**src/rtl/instr_fetch_if.sv**
```systemverilog
// Shared address/data sizing for the core and the instruction memory read
// channel used by the fetch stage.
package arv_pkg;
    localparam int XLEN          = 32;
    localparam int PHY_ADDR_SIZE = 32;
endpackage

// Memory read channel: requester drives rd_en/rd_addr, the memory answers
// with rd_valid/rd_data some cycles later, in request order.
interface memory_read_if;
    import arv_pkg::*;

    logic                     rd_en;
    logic [PHY_ADDR_SIZE-1:0] rd_addr;
    logic [XLEN-1:0]          rd_data;
    logic                     rd_valid;

    modport REQ (output rd_en, output rd_addr, input rd_data, input rd_valid);
    modport RSP (input rd_en, input rd_addr, output rd_data, output rd_valid);
endinterface

```
**src/rtl/instr_fetch.sv**
```systemverilog
// Instruction fetch stage: single outstanding read, 2-entry in-order
// instruction buffer, redirect flush with late-response drop.
// Optional feature macro: ARV_FETCH_ALIGN_CHECK_EN -- when defined a redirect
// to a non word-aligned target raises a sticky misaligned fault and stops
// fetching; when undefined the low target bits are cleared instead.
module instr_fetch
    import arv_pkg::*;
#(
    parameter logic [PHY_ADDR_SIZE-1:0] RESET_PC = {PHY_ADDR_SIZE{1'b0}}
) (
    input  logic                     clk,
    input  logic                     rst_n,
    memory_read_if.REQ               mem,
    input  logic                     redirect,
    input  logic [PHY_ADDR_SIZE-1:0] redirect_pc,
    output logic                     inst_valid,
    input  logic                     inst_ready,
    output logic [XLEN-1:0]          inst_data,
    output logic [PHY_ADDR_SIZE-1:0] inst_pc,
    output logic                     misaligned
);

    localparam logic [PHY_ADDR_SIZE-1:0] PC_STEP    = {{(PHY_ADDR_SIZE-3){1'b0}}, 3'b100};
    localparam logic [PHY_ADDR_SIZE-1:0] ALIGN_MASK = {{(PHY_ADDR_SIZE-2){1'b1}}, 2'b00};
    localparam logic [PHY_ADDR_SIZE-1:0] ADDR_ZERO  = {PHY_ADDR_SIZE{1'b0}};
    localparam logic [XLEN-1:0]          DATA_ZERO  = {XLEN{1'b0}};

    // Registered state
    logic [PHY_ADDR_SIZE-1:0] pc_r;
    logic [PHY_ADDR_SIZE-1:0] req_addr_r;
    logic                     out_r;
    logic                     drop_r;
    logic                     misaligned_r;
    logic                     head_r;
    logic [1:0]               count_r;
    logic [XLEN-1:0]          buf_data_r [2];
    logic [PHY_ADDR_SIZE-1:0] buf_pc_r   [2];

    // Next-state and control
    logic [PHY_ADDR_SIZE-1:0] pc_s;
    logic [PHY_ADDR_SIZE-1:0] req_addr_s;
    logic                     out_s;
    logic                     drop_s;
    logic                     misaligned_s;
    logic                     head_s;
    logic [1:0]               count_s;
    logic                     issue_s;
    logic                     rsp_s;
    logic                     push_s;
    logic                     pop_s;
    logic                     tail_s;
    logic [PHY_ADDR_SIZE-1:0] target_s;
    logic                     target_bad_s;

`ifdef ARV_FETCH_ALIGN_CHECK_EN
    assign target_s     = redirect_pc;
    assign target_bad_s = (redirect_pc[1:0] != 2'b00);
`else
    assign target_s     = redirect_pc & ALIGN_MASK;
    assign target_bad_s = 1'b0;
`endif

    // Request issue, response acceptance and buffer push/pop qualification
    always_comb begin
        issue_s = rst_n && !out_r && !redirect && !misaligned_r &&
                  (({1'b0, count_r} + {2'b00, out_r}) < 3'd2);
        rsp_s   = mem.rd_valid && out_r;
        push_s  = rsp_s && !drop_r && !redirect;
        pop_s   = (count_r != 2'd0) && inst_ready && !redirect;
        tail_s  = head_r ^ (count_r == 2'd1);
    end

    // Next-state: redirect flushes and retargets; otherwise issue/accept/pop
    always_comb begin
        pc_s         = pc_r;
        req_addr_s   = req_addr_r;
        out_s        = out_r;
        drop_s       = drop_r;
        misaligned_s = misaligned_r;
        head_s       = head_r;
        count_s      = count_r;
        if (redirect) begin
            pc_s         = target_s;
            head_s       = 1'b0;
            count_s      = 2'd0;
            misaligned_s = misaligned_r | target_bad_s;
            if (rsp_s) begin
                // Coincident response is simply discarded.
                out_s  = 1'b0;
                drop_s = 1'b0;
            end else if (out_r) begin
                // Stale read still in flight: discard whatever comes back.
                drop_s = 1'b1;
            end else begin
                drop_s = drop_r;
            end
        end else begin
            if (issue_s) begin
                out_s      = 1'b1;
                req_addr_s = pc_r;
                pc_s       = pc_r + PC_STEP;
            end else if (rsp_s) begin
                out_s  = 1'b0;
                drop_s = 1'b0;
            end else begin
                out_s = out_r;
            end
            if (pop_s) begin
                head_s = ~head_r;
            end else begin
                head_s = head_r;
            end
            count_s = count_r + {1'b0, push_s} - {1'b0, pop_s};
        end
    end

    // State and buffer registers with synchronous active-low reset
    always_ff @(posedge clk) begin
        if (!rst_n) begin
            pc_r          <= RESET_PC;
            req_addr_r    <= ADDR_ZERO;
            out_r         <= 1'b0;
            drop_r        <= 1'b0;
            misaligned_r  <= 1'b0;
            head_r        <= 1'b0;
            count_r       <= 2'd0;
            buf_data_r[0] <= DATA_ZERO;
            buf_data_r[1] <= DATA_ZERO;
            buf_pc_r[0]   <= ADDR_ZERO;
            buf_pc_r[1]   <= ADDR_ZERO;
        end else begin
            pc_r         <= pc_s;
            req_addr_r   <= req_addr_s;
            out_r        <= out_s;
            drop_r       <= drop_s;
            misaligned_r <= misaligned_s;
            head_r       <= head_s;
            count_r      <= count_s;
            if (push_s) begin
                buf_data_r[tail_s] <= mem.rd_data;
                buf_pc_r[tail_s]   <= req_addr_r;
            end
        end
    end

    // Outputs: request from registered state, instruction from buffer head
    always_comb begin
        mem.rd_en   = issue_s;
        mem.rd_addr = pc_r;
        inst_valid  = rst_n && (count_r != 2'd0);
        misaligned  = misaligned_r;
        if (inst_valid) begin
            inst_data = buf_data_r[head_r];
            inst_pc   = buf_pc_r[head_r];
        end else begin
            inst_data = DATA_ZERO;
            inst_pc   = ADDR_ZERO;
        end
    end

endmodule

```
**src/flat_wrapper.sv**
```systemverilog
// flat-port wrapper written by rule: the top's interface ports become plain ports
module instr_fetch_flat import arv_pkg::*;
#(
    parameter logic [PHY_ADDR_SIZE-1:0] RESET_PC = {PHY_ADDR_SIZE{1'b0}}
)
  (clk, rst_n, redirect, redirect_pc, inst_valid, inst_ready, inst_data, inst_pc, misaligned, mem_rd_en, mem_rd_addr, mem_rd_data, mem_rd_valid);
  memory_read_if mem_i ();
  input  logic clk;
  input  logic rst_n;
  input  logic redirect;
  input  logic [PHY_ADDR_SIZE-1:0] redirect_pc;
  output logic inst_valid;
  input  logic inst_ready;
  output logic [XLEN-1:0] inst_data;
  output logic [PHY_ADDR_SIZE-1:0] inst_pc;
  output logic misaligned;
  output wire logic [$bits(mem_i.rd_en)-1:0] mem_rd_en;
  output wire logic [$bits(mem_i.rd_addr)-1:0] mem_rd_addr;
  input wire logic [$bits(mem_i.rd_data)-1:0] mem_rd_data;
  input wire logic [$bits(mem_i.rd_valid)-1:0] mem_rd_valid;
  assign mem_rd_en = mem_i.rd_en;
  assign mem_rd_addr = mem_i.rd_addr;
  assign mem_i.rd_data = mem_rd_data;
  assign mem_i.rd_valid = mem_rd_valid;
  instr_fetch #(.RESET_PC(RESET_PC)) u_core (.clk(clk), .rst_n(rst_n), .mem(mem_i), .redirect(redirect), .redirect_pc(redirect_pc), .inst_valid(inst_valid), .inst_ready(inst_ready), .inst_data(inst_data), .inst_pc(inst_pc), .misaligned(misaligned));
endmodule
```
**config.mk**
```make
export PLATFORM = sky130hd
export DESIGN_NAME = instr_fetch_flat
export DESIGN_NICKNAME = d
export VERILOG_FILES = /design/src/rtl/instr_fetch_if.sv /design/src/rtl/instr_fetch.sv /design/src/flat_wrapper.sv
export SDC_FILE = /design/constraint.sdc
export NUM_CORES = 1
export LEC_CHECK = 0
export CAP_MARGIN = 0
export CORE_MARGIN = 4
export CORE_UTILIZATION = 50
export CTS_CLUSTER_SIZE = 14
export DETAILED_ROUTE_END_ITERATION = 8
export DONT_BUFFER_PORTS = 1
export PLACE_DENSITY = 0.68
export SLEW_MARGIN = 40
export SYNTH_ARGS = -nofsm -noshare
export SYNTH_HDL_FRONTEND = slang
export SYNTH_SLANG_ARGS = --single-unit
```
**constraint.sdc**
```tcl
create_clock -name clk -period 15 [get_ports clk]
set_input_delay 3 -clock clk [delete_from_list [all_inputs] [get_ports clk]]
set_output_delay 3 -clock clk [all_outputs]
set_load 0.02 [all_outputs]
```
# Yosys cells after proc, flatten, opt, wreduce, memory -nomap -nowiden

Memories as Yosys holds them, arrays and structs flattened. A register that Yosys moved wholly into a read port is not among the register bits.
Index checks and enable logic that the tools add are counted.

Output and inout port bits: 99
Word-level logic and storage cells: 67
RAM bits: 128
Memories kept: 2
Bits of input ports: 69
Register bits after elaboration: 69

Mux-type cells: 26
Equality and inequality tests: 2
Bitwise gates (word level): 4
$lt $le $gt $ge: 1
Add/sub/neg operators: 4
Reductions and logical operators: 21

Memories:

| memory            | depth | width | rd ports | clocked after memory_dff | write ports | line              | RTL |
|---|---|---|---|---|---|---|---|
| u_core.buf_data_r | 2     | 32    | 1        | 1                        | 2           | instr_fetch.sv:36 | `logic [XLEN-1:0] buf_data_r [2];` |
| u_core.buf_pc_r   | 2     | 32    | 1        | 1                        | 2           | instr_fetch.sv:37 | `logic [PHY_ADDR_SIZE-1:0] buf_pc_r [2];` |

Operators by type and width:

| kind                                                | count |
|---|---|
| 2-to-1 mux 32 bit                                   | 6 |
| OR reduction 32 bit                                 | 2 |
| adder 32 x 3 -> 32 bit (second input constant)      | 1 |
| 2-to-1 mux 1 bit                                    | 20 |
| logical AND 1 bit                                   | 9 |
| nonzero test 2 bit                                  | 4 |
| adder 2 x 1 -> 3 bit                                | 1 |
| zero test 1 bit                                     | 3 |
| < comparator 3 x 2 -> 1 bit (second input constant) | 1 |
| NOT 1 bit                                           | 3 |
| AND reduction 3 bit                                 | 1 |
| adder 2 x 1 -> 2 bit                                | 1 |
| == test 2 x 1 -> 1 bit (second input constant)      | 1 |
| inequality test 2 bit (second input constant)       | 1 |
| AND reduction 2 bit                                 | 1 |
| OR reduction 2 bit                                  | 1 |
| subtractor 2 x 1 -> 2 bit                           | 1 |
| XOR 1 bit                                           | 1 |

# Depth between registers and ports, before layout

Gate-level depths: netlist (run 1).

Depth after elaboration: 8
Depth in mapped cells: 9
Gate-level depth less buffers: 8

# Worst setup path before layout (run 1)

OpenSTA, ideal clock, no wires.

Path type: input-to-reg
Start: in redirect
End: mem u_core.buf_data_r[0][0], enable pin
Buffers on the path: 1
Arrival: 8.037 ns
Cell stages on the path: 4
Slack: 6.395 ns
Data required time: 14.433 ns
Library setup time: 0.567 ns
Cells stage by stage: buf_6 nand2b_1 or3_1 o21ai_0

RTL lines:

| item        | line               | RTL |
|---|---|---|
| from (decl) | flat_wrapper.sv:10 | `input logic redirect;` |
| to (decl)   | instr_fetch.sv:36  |  |

# Worst setup path after layout (run 1)

Start: in redirect
End: out mem_rd_en

Cells in the longest elaborated chain, start to end: 3

Ends and longest elaborated chain:

| item                           | line               | RTL |
|---|---|---|
| zero test 1 bit                | instr_fetch.sv:65  | `issue_s = rst_n && !out_r && !redirect && !misaligned_r &&` |
| logical AND 1 bit (2 in a row) | instr_fetch.sv:65  |  |
| to (decl)                      | flat_wrapper.sv:17 | `output wire logic [$bits(mem_i.rd_en)-1:0] mem_rd_en;` |

Every way passes these cells.

==> impl_metrics.py, run 1 <==
metrics = {
    "flow_run": {
        "drv_cap": 0,
    },
    "floorplan": {
        "core_area_sq_um": 16800,
        "fp.dieH_um": 140,
        "dieWidth_um": 140,
        "io_pins": 168,
        "num_rows": 47,
        "dieArea_sq_um": 19500,
        "start_util": 0.517,
    },
    "timing": {
        "tightest_slew_ns": 0.770,
        "skew_ns": 0.0106,
        "max_clock_freq_mhz": 141,
        "finalCriticalPeriod_ns": 7.09,
        "slew_headroom": 0.486,
        "finalHoldViolCount": 0,
        "setup_viol": 0,
        "drv_slew": 0,
        "min_period_over_period": 0.473,
        "fin_setup_tns_ns": 0,
        "rsz0062_at_grt": "false",
        "setup_ws_ns": 7.91,
    },
    "clock_network": {
        "cts_inserted_buffers": 17,
        "cts_resized": 0,
        "cts.sinks": 190,
        "path_clk_slew_ns": 0.06,
        "cts_hold_buf": 0,
        "clk_latency_ns": 0.42,
        "cts_tree": "done",
        "cts-root-buf": "clkbuf_16",
        "cts_max_level": 4,
        "postCtsSetupBuffers": 0,
        "clockBufferDepth": 2,
    },
    "power_and_ir_drop": {
        "power_frac_seq": 0.555,
        "p_per_area_nw_per_um2": 114,
        "pwr-share-clk": 0.401,
        "leakage_nw": 3.17,
        "p_sw_w": 0.000248,
        "p_int_w": 0.000837,
        "combPwrFrac": 0.044,
        "peakVddDrop_v": 0.0000847,
        "netSwitchingFraction": 0.228,
    },
    "synth": {
        "synth_area_per_cell_sq_um": 10.7,
        "synth-xor-area-share": 0.0142,
        "synth-simple-area-share": 0.222,
        "synthesis.area_sq_um": 8660,
        "syn_inst": 812,
        "yosys_warnings": 0,
        "yosysSeqAreaShare": 0.582,
        "synth_top_family_by_area": "simple AND/OR/NAND/NOR gates",
        "muxShareOfSynthArea": 0.0741,
        "yosysUniqueCellTypes": 50,
        "synthAdderAreaFrac": 0.00433,
        "synth_edf_count": 124,
        "synth-compound-area-share": 0.0698,
        "synth_ff_type": "edfxtp_1",
        "postSynthRegisterBits": 190,
        "async_flop_share": 0,
    },
    "global_route": {
        "use_met2": 0.302,
        "top_usage_layer": "met2",
        "grt-ovfl-total": 0,
        "grtUsageTotal": 0.193,
        "gr-usage-met3": 0.0690,
        "antenna_found_initial": 1,
        "first_global_vias": 5621,
        "grt_max_degree": 64,
        "grt_use_met1": 0.255,
        "grt_pass1_wl_um": 30200,
    },
    "run_status": {
        "outcome": "finished, final reports clean",
    },
    "final_layout": {
        "fin_nets": 860,
        "drive_gt1_frac": 0.0662,
        "final_cell_mix": "and2_1, edfxtp_1, nor2_1, nand2_1, dfxtp_1",
        "synthToLayoutAreaGrowth_pct": 9.89,
        "fill_cells": 1426,
        "layout.cells.non_filler": 1021,
        "final_common_cell": "and2_1",
        "antenna_cells": 0,
        "postLayoutCellArea_sq_um": 9520,
    },
    "critical_path": {
        "cp-start-kind": "primary input",
        "cp_max_fo": 38,
        "arrival_ns": 4.09,
        "worst_path_max_delay_cell": "inv_2",
        "crit_type": "in -> out",
        "cp_cell_sequence": "or4b_1 > inv_2",
        "cpPeakStageDelay_ns": 0.54,
        "crit_path_end_kind": "output pin",
        "required_ns": 12.00,
        "critPathTopFamily": "buffers and inverters",
        "critical_path_buf_inv_count": 1,
    },
    "routing": {
        "routed_wl_um": 18800,
        "final_antenna_net_count": 0,
        "first_iter_violations": 346,
        "vias_per_cell": 5.68,
        "drt-pass1-iter-count": 5,
        "routedWlPerCell_um": 18.4,
        "vias": 5796,
        "drc": 0,
    },
    "place": {
        "place_area_sq_um": 8910,
        "dp_hpwl_um": 12700,
        "pre_cts_ws_ns": 7.92,
        "gp_congestion": 0.885,
        "io_buffers": 0,
        "dpl.cell_count": 988,
    },
    "worst_hold_path": {
        "hp-class": "reg -> reg",
    },
}
synth_stat cells, types with 3 or more instances:
cell type  instances  area [sq um]
a211oi_1           6          45.0
a21oi_1           40           200
a31oi_1            8          50.1
a32oi_1            3          26.3
and2_1           127           795
and3_1             5          31.3
and4_1             4          35.0
buf_1              6          22.5
buf_4              6          45.0
clkbuf_1          44           165
dfxtp_1           66          1320
edfxtp_1         124          3720
ha_1               3          37.5
inv_1              5          18.8
mux2i_1           63           631
nand2_1           83           312
nand3_1           13          65.1
nand4_1           13          81.3
nor2_1            85           319
nor3_1             7          35.0
nor4_1             5          31.3
o211ai_1           4          30.0
o21ai_0           25           125
o311ai_0           3          26.3
o31ai_1            4          30.0
or3_1              8          50.1
or4_1             10          75.1
xnor2_1            7          61.3
xor2_1             7          61.3
final cells by class:
cell class / instances / area (sq um) / area share
tap: 220 / 275 / 0.0289
timing repair buffer: 12 / 186 / 0.0196
multi-input combinational: 559 / 3400 / 0.357
clock buffer: 23 / 512 / 0.0538
sequential: 190 / 5050 / 0.530
clock inverter: 9 / 70.1 / 0.00736
inverter: 8 / 30.0 / 0.00315
power groups by stage:
stage,clock (W),combinational [W],sequential [W]
global route,0.000466,0.0000531,0.000605
floorplan,0,0.0000393,0.000609
CTS,0.000442,0.0000469,0.000602
detailed placement,0,0.0000468,0.000614
finish,0.000435,0.0000473,0.000602
global placement,0,0.0000448,0.000613
through the flow:
| stage | utilization | total power (W) | hold slack, ns |
|---|---|---|---|
| floorplan | - | 0.000649 | 0.440 |
| global placement | 0.524 | 0.000658 | 0.451 |
| detailed placement | 0.532 | 0.000661 | 0.460 |
| CTS | 0.567 | 0.00109 | 0.470 |
| global route | 0.568 | 0.00112 | 0.492 |
| finish | 0.568 | 0.00108 | 0.468 |
registers in the layout, summed over array words and instances (netlist names), named ones only:
register            count
u_core.buf_data_r      64
u_core.buf_pc_r        60
u_core.mem.rd_addr     30
u_core.req_addr_r      30
u_core.count_r          2
u_core.drop_r           1
u_core.head_r           1
u_core.out_r            1
final timing paths:
check                                      startpoint                     end  slack (ns)  cells past startpoint
worst max-delay path                         redirect               mem_rd_en        7.91                      2
worst min-delay path            u_core.req_addr_r[18]   u_core.req_addr_r[18]        0.47                      2
worst max register to register      u_core.count_r[1]  u_core.mem.rd_addr[18]       12.48                      5
worst min register to register  u_core.req_addr_r[18]   u_core.req_addr_r[18]        0.47                      2
cell families (layout without fill, tap and decap cells):
group,after synthesis,in the layout
other,1,5
adders and majority gates,3,3
and+or+nand+nor,371,371
xor gates and xnor gates,14,14
buffers and inverters,67,52
muxes,64,64
DFF,190,190
AOI/OAI and AO/OA,102,102
metal layers:
layer / vias to the layer above / routed length [um] / part of all wire
met5: - / 18 / 0.00096
met4: 2 / 231 / 0.012
met3: 24 / 1990 / 0.11
met2: 237 / 8680 / 0.46
met1: 2728 / 7870 / 0.42
li1: 2805 / - / -
Note: power is estimated with default switching activity, not from simulation.
==> inputs of run 2 (changes only) <==
Settings changed: PLACE_DENSITY 0.68 to 0.71.
Clock period 15 ns to 5.86 ns, I/O delays scaled along.
==> run 2 against run 1 <==
Cell area is 0.18% higher. Count of clock-buffer cells in the layout down 6. Die area unchanged. Global-route usage up 1.2 points. Highest routed layer unchanged. Non-clock buffer count increased by 1.
==> impl_metrics.py, run 2 (same netlist as run 1, synthesis figures left out) <==
metrics = {
    "timing": {
        "drv_slew": 0,
        "tightest_slew_ns": 0.777,
        "skew_ns": 0.00696,
        "max_clock_freq_mhz": 287,
        "rsz0062_at_grt": "false",
        "slew_headroom": 0.480,
        "setup_viol": 0,
        "finalCriticalPeriod_ns": 3.48,
        "min_period_over_period": 0.594,
        "holdWs_ns": 0.463,
        "fin_setup_tns_ns": 0,
        "finalHoldViolCount": 0,
    },
    "clock_network": {
        "cts_hold_buf": 0,
        "cts_inserted_buffers": 17,
        "postCtsSetupBuffers": 0,
        "cts_max_level": 4,
        "cts.sinks": 190,
        "clockBufferDepth": 2,
        "cts-root-buf": "clkbuf_16",
        "cts_tree": "done",
        "clk_latency_ns": 0.43,
        "cts_resized": 0,
        "path_clk_slew_ns": 0.06,
    },
    "final_layout": {
        "drive_gt1_frac": 0.0711,
        "regArea_sq_um": 5050,
        "layout.cells.non_filler": 1022,
        "regMostFlops": "u_core.buf_data_r",
        "top_regs": "u_core.buf_data_r: 64 flops, u_core.buf_pc_r: 60 flops",
        "fin_nets": 861,
        "synthToLayoutAreaGrowth_pct": 10.1,
        "postLayoutCellArea_sq_um": 9540,
        "multiInputGateArea_sq_um": 3400,
        "largest_register_ffs": 64,
        "final_common_cell": "and2_1",
        "final_cell_mix": "and2_1, edfxtp_1, nor2_1, nand2_1, dfxtp_1",
        "antenna_cells": 0,
        "fill_cells": 1406,
        "fin_util": 0.569,
    },
    "place": {
        "place_area_sq_um": 8920,
        "io_buffers": 0,
        "dpl.cell_count": 990,
        "gp_congestion": 0.832,
        "dp_hpwl_um": 13400,
    },
    "floorplan": {
        "fp.dieH_um": 140,
        "core_area_sq_um": 16800,
        "num_rows": 47,
        "dieArea_sq_um": 19500,
        "dieWidth_um": 140,
        "start_util": 0.517,
        "io_pins": 168,
    },
    "critical_path": {
        "r2r_end": "u_core.buf_data_r[1][19]",
        "cp_max_fo": 38,
        "r2r_slack_ns": 3.16,
        "worst_path_max_delay_cell": "inv_2",
        "cp-start-kind": "primary input",
        "cpPeakStageDelay_ns": 0.58,
        "reg2reg_from": "u_core.out_r",
        "cp_cell_sequence": "or4b_1 > inv_2",
        "critPathTopFamily": "buffers and inverters",
        "required_ns": 4.69,
        "crit_path_end_kind": "output pin",
        "crit_type": "in -> out",
        "critical_path_buf_inv_count": 1,
        "arrival_ns": 2.31,
        "r2r_cells": 5,
    },
    "routing": {
        "drt-pass1-iter-count": 4,
        "routedWlPerCell_um": 19.3,
        "vias_per_cell": 5.81,
        "routed_wl_um": 19700,
        "drc": 0,
        "vias": 5941,
        "first_iter_violations": 479,
        "final_antenna_net_count": 0,
    },
    "global_route": {
        "antenna_found_initial": 1,
        "grt_pass1_wl_um": 31600,
        "first_global_vias": 5895,
        "grt-ovfl-total": 0,
        "grtUsageTotal": 0.205,
        "grt_max_degree": 46,
    },
    "worst_hold_path": {
        "whs_endpoint": "u_core.req_addr_r[17]",
        "hp-class": "reg -> reg",
        "hold_start": "u_core.req_addr_r[17]",
        "hold_depth": 2,
    },
    "power_and_ir_drop": {
        "peakVddDrop_v": 0.000210,
        "leakage_nw": 3.19,
        "p_per_area_nw_per_um2": 299,
    },
    "flow_run": {
        "drv_cap": 0,
    },
    "run_status": {
        "outcome": "finished, final reports clean",
    },
}
run 2: worst max-delay path by stage:
stage	from	endpoint	slack [ns]	depth (start not counted)
6_report	redirect	mem_rd_en	2.38	2
5_1_grt	u_core.count_r[1]	inst_pc[30]	2.23	3
4_1_cts	u_core.count_r[1]	inst_pc[30]	2.38	3
3_5_place_dp	redirect	mem_rd_en	2.40	2
3_3_place_gp	redirect	u_core.buf_pc_r[1][12]	2.37	4
2_1_floorplan	redirect	u_core.buf_data_r[0][0]	-0.92	4
run 2: area by class of cell:
type / count / area share
clock buffer: 17 / 0.0446
clock inverter: 15 / 0.0195
inverter: 8 / 0.00328
multi-input combinational: 559 / 0.356
sequential: 190 / 0.529
tap: 220 / 0.0289
timing repair buffer: 13 / 0.0181
run 2: layer usage:
| metal | up-vias | GRT usage | share of wire |
|---|---|---|---|
| met5 | - | 0 | 0.00041 |
| met4 | 2 | 0.0699 | 0.017 |
| met3 | 23 | 0.0710 | 0.088 |
| met2 | 245 | 0.334 | 0.49 |
| met1 | 2857 | 0.256 | 0.40 |
| li1 | 2814 | - | - |
run 2: per-stage QoR:
stage                     power [W]  setup WS (ns)
after floorplan             0.00166         -0.917
after global placement      0.00168           2.37
after detailed placement    0.00169           2.40
after CTS                   0.00287           2.38
after global routing        0.00296           2.23
final                       0.00285           2.38
run 2: where the power goes:
part	internal, W	switching [W]	total [W]	leakage (nW)
clock	0.000678	0.000507	0.00118	0.294
sequential	0.00148	0.0000641	0.00154	1.82
combinational	0.0000405	0.0000827	0.000123	1.07
total	0.00220	0.000653	0.00285	3.19
==> inputs of run 3 (changes only) <==
Clock period 5.86 ns to 3.05 ns, I/O delays scaled along.
==> run 3 against run 2 <==
Count of clock-buffer cells in the layout is the same. Final cell count is 0.68% higher. Clock power up 92%. Setup slack lost 2.0 ns. Largest cell class unchanged.
==> impl_metrics.py, run 3 (same netlist as run 1, synthesis figures left out) <==
metrics = {
    "timing": {
        "setup_viol": 0,
        "rsz0062_at_grt": "false",
        "skew_ns": 0.0146,
        "min_period_over_period": 0.882,
        "finalHoldViolCount": 0,
        "slew_headroom": 0.570,
        "tightest_slew_ns": 0.643,
        "max_clock_freq_mhz": 372,
        "finalCriticalPeriod_ns": 2.69,
        "drv_slew": 0,
    },
    "critical_path": {
        "crit_type": "reg -> out",
        "required_ns": 2.44,
        "arrival_ns": 2.08,
        "r2r_cells": 5,
        "crit_path_end_kind": "output pin",
        "reg2reg_from": "u_core.mem.rd_addr[2]",
        "cp-start-kind": "flip-flop",
        "r2r_slack_ns": 0.61,
        "r2r_end": "u_core.mem.rd_addr[18]",
        "cp_max_fo": 17,
    },
    "routing": {
        "first_iter_violations": 408,
        "routedWlPerCell_um": 19.3,
        "drt-pass1-iter-count": 6,
        "routed_wl_um": 19900,
        "vias_per_cell": 5.77,
        "drc": 0,
        "final_antenna_net_count": 0,
        "vias": 5935,
    },
    "final_layout": {
        "final_cell_mix": "and2_1, edfxtp_1, nor2_1, nand2_1, dfxtp_1",
        "fin_nets": 869,
        "antenna_cells": 0,
        "final_common_cell": "and2_1",
        "fill_cells": 1441,
        "fin_util": 0.569,
        "synthToLayoutAreaGrowth_pct": 10.2,
        "top_regs": "u_core.buf_data_r: 64 flops, u_core.buf_pc_r: 60 flops",
        "postLayoutCellArea_sq_um": 9540,
        "regMostFlops": "u_core.buf_data_r",
        "drive_gt1_frac": 0.0754,
        "largest_register_ffs": 64,
    },
    "worst_hold_path": {
        "hp-class": "in -> reg",
        "whs_endpoint": "u_core.drop_r",
        "hold_start": "rst_n",
        "hold_depth": 2,
    },
    "power_and_ir_drop": {
        "leakage_nw": 3.21,
        "power_w": 0.00547,
        "peakVddDrop_v": 0.000426,
        "p_per_area_nw_per_um2": 573,
    },
    "clock_network": {
        "cts-root-buf": "clkbuf_16",
        "postCtsSetupBuffers": 0,
        "cts_resized": 0,
        "cts_inserted_buffers": 17,
        "cts_hold_buf": 0,
        "clockBufferDepth": 2,
        "path_clk_slew_ns": 0.07,
        "cts.sinks": 190,
        "cts_max_level": 4,
        "cts_tree": "done",
        "clk_latency_ns": 0.43,
    },
    "global_route": {
        "grt-ovfl-total": 0,
        "grt_max_degree": 63,
        "first_global_vias": 5902,
        "grt_pass1_wl_um": 31500,
        "antenna_found_initial": 0,
        "grtUsageTotal": 0.204,
    },
    "place": {
        "dp_hpwl_um": 13300,
        "gp_congestion": 0.874,
        "io_buffers": 0,
        "place_area_sq_um": 8940,
    },
    "floorplan": {
        "dieArea_sq_um": 19500,
        "dieWidth_um": 140,
        "start_util": 0.517,
        "fp.dieH_um": 140,
        "num_rows": 47,
        "core_area_sq_um": 16800,
        "io_pins": 168,
    },
    "run_status": {
        "outcome": "finished, final reports clean",
    },
    "flow_run": {
        "drv_cap": 0,
    },
}
## run 3: changes by cell type in the layout (fill, tap and decap cells not counted), sizes merged
cell    previous run  this run
clkinv             8         9
buf               13        21
bufinv             3         4
inv               10         7
## run 3: final cells by class
type / instances / area [sq um] / share of cell area
sequential: 190 / 5050 / 0.529
timing repair buffer: 21 / 190 / 0.0199
inverter: 8 / 31.3 / 0.00328
clock buffer: 17 / 425 / 0.0446
clock inverter: 14 / 174 / 0.0182
multi-input combinational: 559 / 3400 / 0.356
tap: 220 / 275 / 0.0288
## run 3: through the flow
| stage | TNS, ns | hold slack (ns) | std cells | worst slack (ns) |
|---|---|---|---|---|
| detailed placement | 0 | 0.455 | 998 | 0.631 |
| CTS | 0 | 0.280 | 1029 | 0.365 |
| floorplan | -41.86 | 0.440 | 816 | -0.338 |
| finish | 0 | 0.300 | 1029 | 0.359 |
| global placement | 0 | 0.450 | 997 | 0.676 |
| global route | 0 | 0.277 | 1029 | 0.263 |
## run 3: worst max-delay path by stage
stage                           start                      end  slack (ns)  depth (start not counted)
floorplan                    redirect  u_core.buf_data_r[1][0]       -0.34                          4
global placement    u_core.count_r[0]              inst_pc[31]        0.68                          3
detailed placement           redirect   u_core.mem.rd_addr[28]        0.63                          5
CTS                      u_core.out_r                mem_rd_en        0.36                          3
global route             u_core.out_r                mem_rd_en        0.26                          3
finish                   u_core.out_r                mem_rd_en        0.36                          3
## run 3: where the power goes
group          internal (W)  switching, W  total [W]  leakage (nW)
clock network       0.00135      0.000910    0.00226         0.289
logic             0.0000831      0.000172   0.000255          1.10
registers           0.00284      0.000112    0.00295          1.82
total               0.00427       0.00119    0.00547          3.21
## run 3: layer usage
| metal | GRT usage | wire length (um) | vias up |
|---|---|---|---|
| met2 | 0.334 | 9480 | 256 |
| met5 | 0 | 0 | - |
| met1 | 0.253 | 8040 | 2814 |
| met4 | 0.0765 | 512 | 0 |
| met3 | 0.0696 | 1840 | 46 |
| li1 | - | - | 2819 |
## run 3: critical path: stages (launching register included)
cell and delay (ns):
dfxtp_1 0.46, or4b_1 0.68, inv_2 0.27, buf_4 0.24
